### config.mk
export PLATFORM = sky130hd
export DESIGN_NAME = bus_master
export DESIGN_NICKNAME = d
export VERILOG_FILES = /design/src/rtl/bus_master.sv
export SDC_FILE = /design/constraint.sdc
export NUM_CORES = 1
export LEC_CHECK = 0
export CAP_MARGIN = 25
export CORE_AREA = 2 2 79 119
export CTS_BUF_LIST = sky130_fd_sc_hd__clkbuf_8
export DETAILED_ROUTE_END_ITERATION = 8
export DIE_AREA = 0 0 81 121
export PLACE_DENSITY = 0.85
export RECOVER_POWER = 25
export REMOVE_ABC_BUFFERS = 1
export SLEW_MARGIN = 10
export SYNTH_ARGS = -nofsm -noshare
export SYNTH_HDL_FRONTEND = slang
export SYNTH_SLANG_ARGS = --single-unit
### constraint.sdc
create_clock -name cpuclk_in -period 4.2 [get_ports cpuclk_in]
set_input_delay 0.42 -clock cpuclk_in [delete_from_list [all_inputs] [get_ports cpuclk_in]]
set_output_delay 0.42 -clock cpuclk_in [all_outputs]
set_load 0.005 [all_outputs]
### src/rtl/bus_master.sv
// Bus master for a single-cycle-at-a-time 68000-style asynchronous bus.
// Takes one command at a time, arbitrates for the bus (BR/BG/BGACK),
// runs the strobe sequence, waits for DTACK/BERR or a timeout, and
// returns a one-cycle response. Every output is a registered signal
// owned by the state machine. All bus signals are active-high; the
// pad level applies the inversion.

module bus_master #(
    parameter int unsigned TIMEOUT = 255
) (
    input  logic        cpuclk_in,
    input  logic        reset_in,

    // Command channel
    input  logic        cmd_valid_in,
    output logic        cmd_ready,
    input  logic        cmd_wr_in,
    input  logic [23:0] cmd_addr_in,
    input  logic        cmd_uds_in,
    input  logic        cmd_lds_in,
    input  logic [15:0] cmd_wdata_in,

    // Response channel
    output logic        rsp_valid,
    output logic [15:0] rsp_rdata,
    output logic        rsp_berr,

    // Arbitration
    output logic        br,
    input  logic        bg_in,
    output logic        bgack,
    input  logic        bgack_in,

    // Bus observation and acknowledges
    input  logic        as_in,
    input  logic        dtack_in,
    input  logic        berr_in,

    // Driven bus signals
    output logic        as,
    output logic        uds,
    output logic        lds,
    output logic        wr,
    output logic [23:0] addr,
    output logic        addr_oe,
    output logic [15:0] data_out,
    output logic        data_oe,
    input  logic [15:0] data_in
);

    // The wait counter is 8 bits; a larger TIMEOUT clamps to the counter maximum.
    localparam logic [7:0] TimeoutCnt = (TIMEOUT > 255) ? 8'd255 : 8'(TIMEOUT);

    typedef enum logic [3:0] {
        StIdle,
        StReq,
        StAcq,
        StAddr,
        StStrb,
        StWds,
        StWait,
        StEnd,
        StRel
    } state_e;

    state_e      state_q;
    logic [7:0]  wait_cnt_q;

    // Command fields captured at accept time
    logic        lat_wr_q;
    logic [23:0] lat_addr_q;
    logic        lat_uds_q;
    logic        lat_lds_q;
    logic [15:0] lat_wdata_q;

    // Single state machine: sequences the bus cycle and registers every output.
    always_ff @(posedge cpuclk_in) begin
        if (reset_in) begin
            state_q     <= StIdle;
            wait_cnt_q  <= 8'd0;
            lat_wr_q    <= 1'b0;
            lat_addr_q  <= 24'd0;
            lat_uds_q   <= 1'b0;
            lat_lds_q   <= 1'b0;
            lat_wdata_q <= 16'd0;
            cmd_ready   <= 1'b1;
            rsp_valid   <= 1'b0;
            rsp_rdata   <= 16'd0;
            rsp_berr    <= 1'b0;
            br          <= 1'b0;
            bgack       <= 1'b0;
            as          <= 1'b0;
            uds         <= 1'b0;
            lds         <= 1'b0;
            wr          <= 1'b0;
            addr        <= 24'd0;
            addr_oe     <= 1'b0;
            data_out    <= 16'd0;
            data_oe     <= 1'b0;
        end else begin
            // Response strobe is a single-cycle pulse unless re-asserted below
            rsp_valid <= 1'b0;

            unique case (state_q)
                StIdle: begin
                    if (cmd_valid_in) begin
                        lat_wr_q    <= cmd_wr_in;
                        // Word-aligned bus: byte-address bit 0 is dropped here
                        lat_addr_q  <= cmd_addr_in & 24'hFF_FFFE;
                        lat_uds_q   <= cmd_uds_in;
                        lat_lds_q   <= cmd_lds_in;
                        lat_wdata_q <= cmd_wdata_in;
                        if (!cmd_uds_in && !cmd_lds_in) begin
                            // No byte lane selected: fail without touching the bus
                            rsp_valid <= 1'b1;
                            rsp_berr  <= 1'b1;
                            rsp_rdata <= 16'd0;
                        end else begin
                            cmd_ready <= 1'b0;
                            br        <= 1'b1;
                            state_q   <= StReq;
                        end
                    end
                end

                StReq: begin
                    if (bg_in) begin
                        state_q <= StAcq;
                    end
                end

                StAcq: begin
                    // Previous owner has fully released the bus
                    if (!as_in && !dtack_in && !bgack_in) begin
                        bgack   <= 1'b1;
                        br      <= 1'b0;
                        addr_oe <= 1'b1;
                        addr    <= lat_addr_q;
                        wr      <= lat_wr_q;
                        data_oe <= lat_wr_q;
                        if (lat_wr_q) begin
                            data_out <= lat_wdata_q;
                        end
                        state_q <= StAddr;
                    end
                end

                StAddr: begin
                    as <= 1'b1;
                    // Reads assert the data strobes together with AS
                    if (!lat_wr_q) begin
                        uds <= lat_uds_q;
                        lds <= lat_lds_q;
                    end
                    state_q <= StStrb;
                end

                StStrb: begin
                    if (lat_wr_q) begin
                        state_q <= StWds;
                        uds     <= lat_uds_q;
                        lds     <= lat_lds_q;
                    end else begin
                        state_q    <= StWait;
                        wait_cnt_q <= 8'd0;
                    end
                end

                StWds: begin
                    state_q    <= StWait;
                    wait_cnt_q <= 8'd0;
                end

                StWait: begin
                    if (berr_in) begin
                        // BERR takes priority over a simultaneous DTACK
                        rsp_berr  <= 1'b1;
                        rsp_rdata <= 16'd0;
                        rsp_valid <= 1'b1;
                        as        <= 1'b0;
                        uds       <= 1'b0;
                        lds       <= 1'b0;
                        state_q   <= StEnd;
                    end else if (dtack_in) begin
                        rsp_berr  <= 1'b0;
                        rsp_rdata <= lat_wr_q ? 16'd0 : data_in;
                        rsp_valid <= 1'b1;
                        as        <= 1'b0;
                        uds       <= 1'b0;
                        lds       <= 1'b0;
                        state_q   <= StEnd;
                    end else if (wait_cnt_q == TimeoutCnt) begin
                        rsp_berr  <= 1'b1;
                        rsp_rdata <= 16'd0;
                        rsp_valid <= 1'b1;
                        as        <= 1'b0;
                        uds       <= 1'b0;
                        lds       <= 1'b0;
                        state_q   <= StEnd;
                    end else if (wait_cnt_q != 8'hFF) begin
                        // Saturate rather than wrap
                        wait_cnt_q <= wait_cnt_q + 8'd1;
                    end
                end

                StEnd: begin
                    addr_oe <= 1'b0;
                    data_oe <= 1'b0;
                    bgack   <= 1'b0;
                    state_q <= StRel;
                end

                StRel: begin
                    cmd_ready <= 1'b1;
                    state_q   <= StIdle;
                end

                default: begin
                    state_q   <= StIdle;
                    cmd_ready <= 1'b1;
                end
            endcase
        end
    end

    // Bus-ownership invariants: AS only while owning the bus, data driven only on writes.
    a_as_needs_bgack : assert property (@(posedge cpuclk_in) as |-> bgack);
    a_doe_write_only : assert property (@(posedge cpuclk_in) data_oe |-> wr);

endmodule

==> impl_metrics.py <==
metrics = {
    "status": {
        "outcome": "finished clean",
    },
    "routing": {
        "postRouteAntennaNets": 0,
        "wl_per_cell_um": 15.16,
        "drc": 0,
        "via_per_inst": 5.509,
        "wirelength_um": 11550,
        "drt_first_pass_iters": 4,
        "vias": 4198,
        "drt_iter0_drc": 308,
    },
    "cts": {
        "clockBufferDepth": 2,
        "cts.repair.resized": 0,
        "clk_latency_ps": 420,
        "post_cts_buffers": 0,
        "clock-sinks": 119,
        "cts_inserted_buffers": 17,
        "cts_tree": "yes",
        "path_clk_slew_ps": 70,
        "clockRootBuffer": "clkbuf_8",
        "h-tree-depth": 4,
        "hold_buffers": 0,
    },
    "sta": {
        "timing.setup.tns_ps": 0,
        "fin_crit_ps": 2455,
        "fin_ws_ps": 1745,
        "finClkSkew_ps": 6.707,
        "drv_slew": 0,
        "worst_slew_pin_slew_ps": 1023,
        "maxSlewHeadroom_pct": 31.66,
        "fmax_mhz": 407.3,
        "setup_viol": 0,
        "hold_ws_ps": 451.2,
        "timing.final.crit_share_pct": 58.46,
        "hold_viol": 0,
        "rsz0062_at_grt": "false",
    },
    "floorplan": {
        "die_w_um": 81,
        "start_util_pct": 51.10,
        "die_area_um2": 9801,
        "core_um2": 8723,
        "io_pins": 134,
        "num_rows": 42,
        "die_h_um": 121,
    },
    "logic_synthesis": {
        "synth_cell_types": 47,
        "syn_area_um2": 4458,
        "synth_flop_cell": "dfxtp_1",
        "ys_async_sr_fraction_pct": 0,
        "synth-edff-count": 0,
        "syn_area_per_cell_um2": 8.427,
        "ys.warnings.count": 0,
        "yosysSeqAreaShare_pct": 53.44,
        "ys_ff_latch": 119,
        "syn-instance-count": 529,
    },
    "global_routing": {
        "grt_remaining_overflow": 0,
        "grt_max_degree": 99,
        "antenna_found_initial": 0,
        "grt_pass1_vias": 4059,
        "grtUsageTotal_pct": 24.33,
        "grt_pass1_wl_um": 18510,
    },
    "power_and_ir_drop": {
        "cellLeakagePower_nw": 2.335,
        "powerDensity_nw_per_um2": 413.0,
        "power_mw": 2.542,
        "ir_drop_mv": 0.3850,
    },
    "placed_design": {
        "place.detailed.hpwl_um": 7574,
        "dp_cells": 730,
        "gp_congestion": 0.8185,
        "port_buffers": 131,
        "dp_slack_ps": 1335,
    },
    "worst_setup_path": {
        "path_max_fanout": 45,
        "worst_setup_path_end_kind": "flip-flop",
        "r2r-end": "rsp_rdata[2]",
        "critPathKind": "flip-flop to flip-flop",
        "reg2reg_slack_ps": 1740,
        "startpoint_type": "flip-flop",
        "cp.required_ps": 4560,
        "rr_startpoint": "state_q[2]",
        "reg2reg_depth": 4,
        "crit_arrival_ps": 2820,
    },
    "finish": {
        "drive_gt1_share_pct": 6.288,
        "nets": 707,
        "fill_cells": 714,
        "antennaDiodeCount": 0,
        "area_growth_pct": 38.06,
        "final_cells": 762,
    },
    "hold_path": {
        "worst_hold_path_type": "flip-flop to flip-flop",
        "worstHoldEndpoint": "cmd_ready",
        "hold_start": "cmd_ready",
        "hold_depth": 2,
    },
    "run": {
        "cap_viol_max_count": 0,
    },
}
==> area by class of cell <==
cell class	instances	area (um^2)	share of cell area [%]
tap	110	137.6	2.236
timing repair buffer	132	1316	21.39
sequential	119	2382	38.71
clock buffer	22	302.8	4.920
clock inverter	10	125.1	2.033
multi-input combinational	363	1868	30.35
inverter	6	22.52	0.3659
==> cell families (layout without fill, tap and decap cells) <==
group           after synthesis  after routing  synth area share (%)
compound gates              131            131                 19.03
flops                       119            119                 53.44
other cells                   1              1               0.08412
buf+inv                      47            170                 4.799
xor+xnor                      1              1                0.1965
fa+ha+maj                     1              1                0.2806
simple gates                229            229                 22.17
==> registers in the layout, indices dropped and copies added, names as in the netlist, 4 cells and up <==
register / flops
addr: 23
data_out: 16
lat_addr_q: 23
lat_wdata_q: 16
rsp_rdata: 16
state_q: 4
wait_cnt_q: 8
==> synth_stat cells, types with 2 or more instances <==
cell type  number  share of area [%]
nand2_1       163                 14
dfxtp_1       119                 53
a21oi_1        86                9.7
nand3_1        27                3.0
clkbuf_1       19                1.6
a22o_1         16                3.1
nor2_1         13                1.1
buf_2          12                1.3
o2111ai_1       7                1.4
a2111o_1        6                1.5
buf_1           5               0.42
inv_1           5               0.42
buf_4           4               0.67
nor3_1          4               0.45
o32ai_1         3               0.59
a22oi_1         2               0.34
a31oi_1         2               0.28
and3_1          2               0.28
nand2b_1        2               0.28
nand3b_1        2               0.34
nand4_1         2               0.28
nand4b_1        2               0.39
nor2b_1         2               0.28
==> critical path, stage by stage (launching register included) <==
cell	delay (ps)
dfxtp_1	630
nor2_1	170
and3_2	570
a221oi_4	750
a22o_1	260
==> cell usage in the layout (no fill, tap or decap), drive strengths merged, types with 5 or more instances in the layout <==
| master | synthesis | layout |
|---|---|---|
| nand2 | 163 | 163 |
| dfxtp | 119 | 119 |
| clkdlybuf4s50 | 0 | 89 |
| a21oi | 86 | 86 |
| dlygate4sd3 | 0 | 41 |
| nand3 | 27 | 27 |
| clkbuf | 19 | 22 |
| a22o | 16 | 16 |
| nor2 | 14 | 14 |
| inv | 5 | 7 |
| o2111ai | 7 | 7 |
| a2111o | 6 | 6 |
| nor3 | 5 | 5 |
| clkinv | 1 | 5 |
==> per-stage QoR <==
step | util (%) | cell area, um^2
after CTS | 70.55 | 6155
after global placement | 65.65 | 5727
final | 70.55 | 6155
after floorplan | - | 4267
after detailed placement | 65.65 | 5727
after global routing | 70.55 | 6155
==> worst max-delay path by stage <==
stage                     slack (ps)        from            end  cells past startpoint
final                           1740  state_q[2]   rsp_rdata[2]                      4
after global routing            1550  state_q[2]  rsp_rdata[11]                      4
after CTS                       1770  state_q[2]   rsp_rdata[2]                      4
after detailed placement        1340    dtack_in    data_out[8]                      6
after global placement          1410    dtack_in    data_out[4]                      6
after floorplan                 1990  state_q[1]    data_out[0]                      4
==> routing by layer <==
layer | share of wire (%) | track usage [%] | vias up | wire length (um)
li1 | - | - | 2037 | -
met2 | 54 | 41.99 | 123 | 6200
met1 | 38 | 26.44 | 2007 | 4445
met5 | 0 | 0 | - | 0
met4 | 3.3 | 12.18 | 0 | 384
met3 | 4.5 | 7.217 | 31 | 518
==> power breakdown <==
| group | internal (mW) | switching, mW |
|---|---|---|
| clock network | 0.658 | 0.429 |
| registers | 1.18 | 0.0380 |
| logic | 0.110 | 0.131 |
Note: power is estimated with default switching activity, not from simulation.
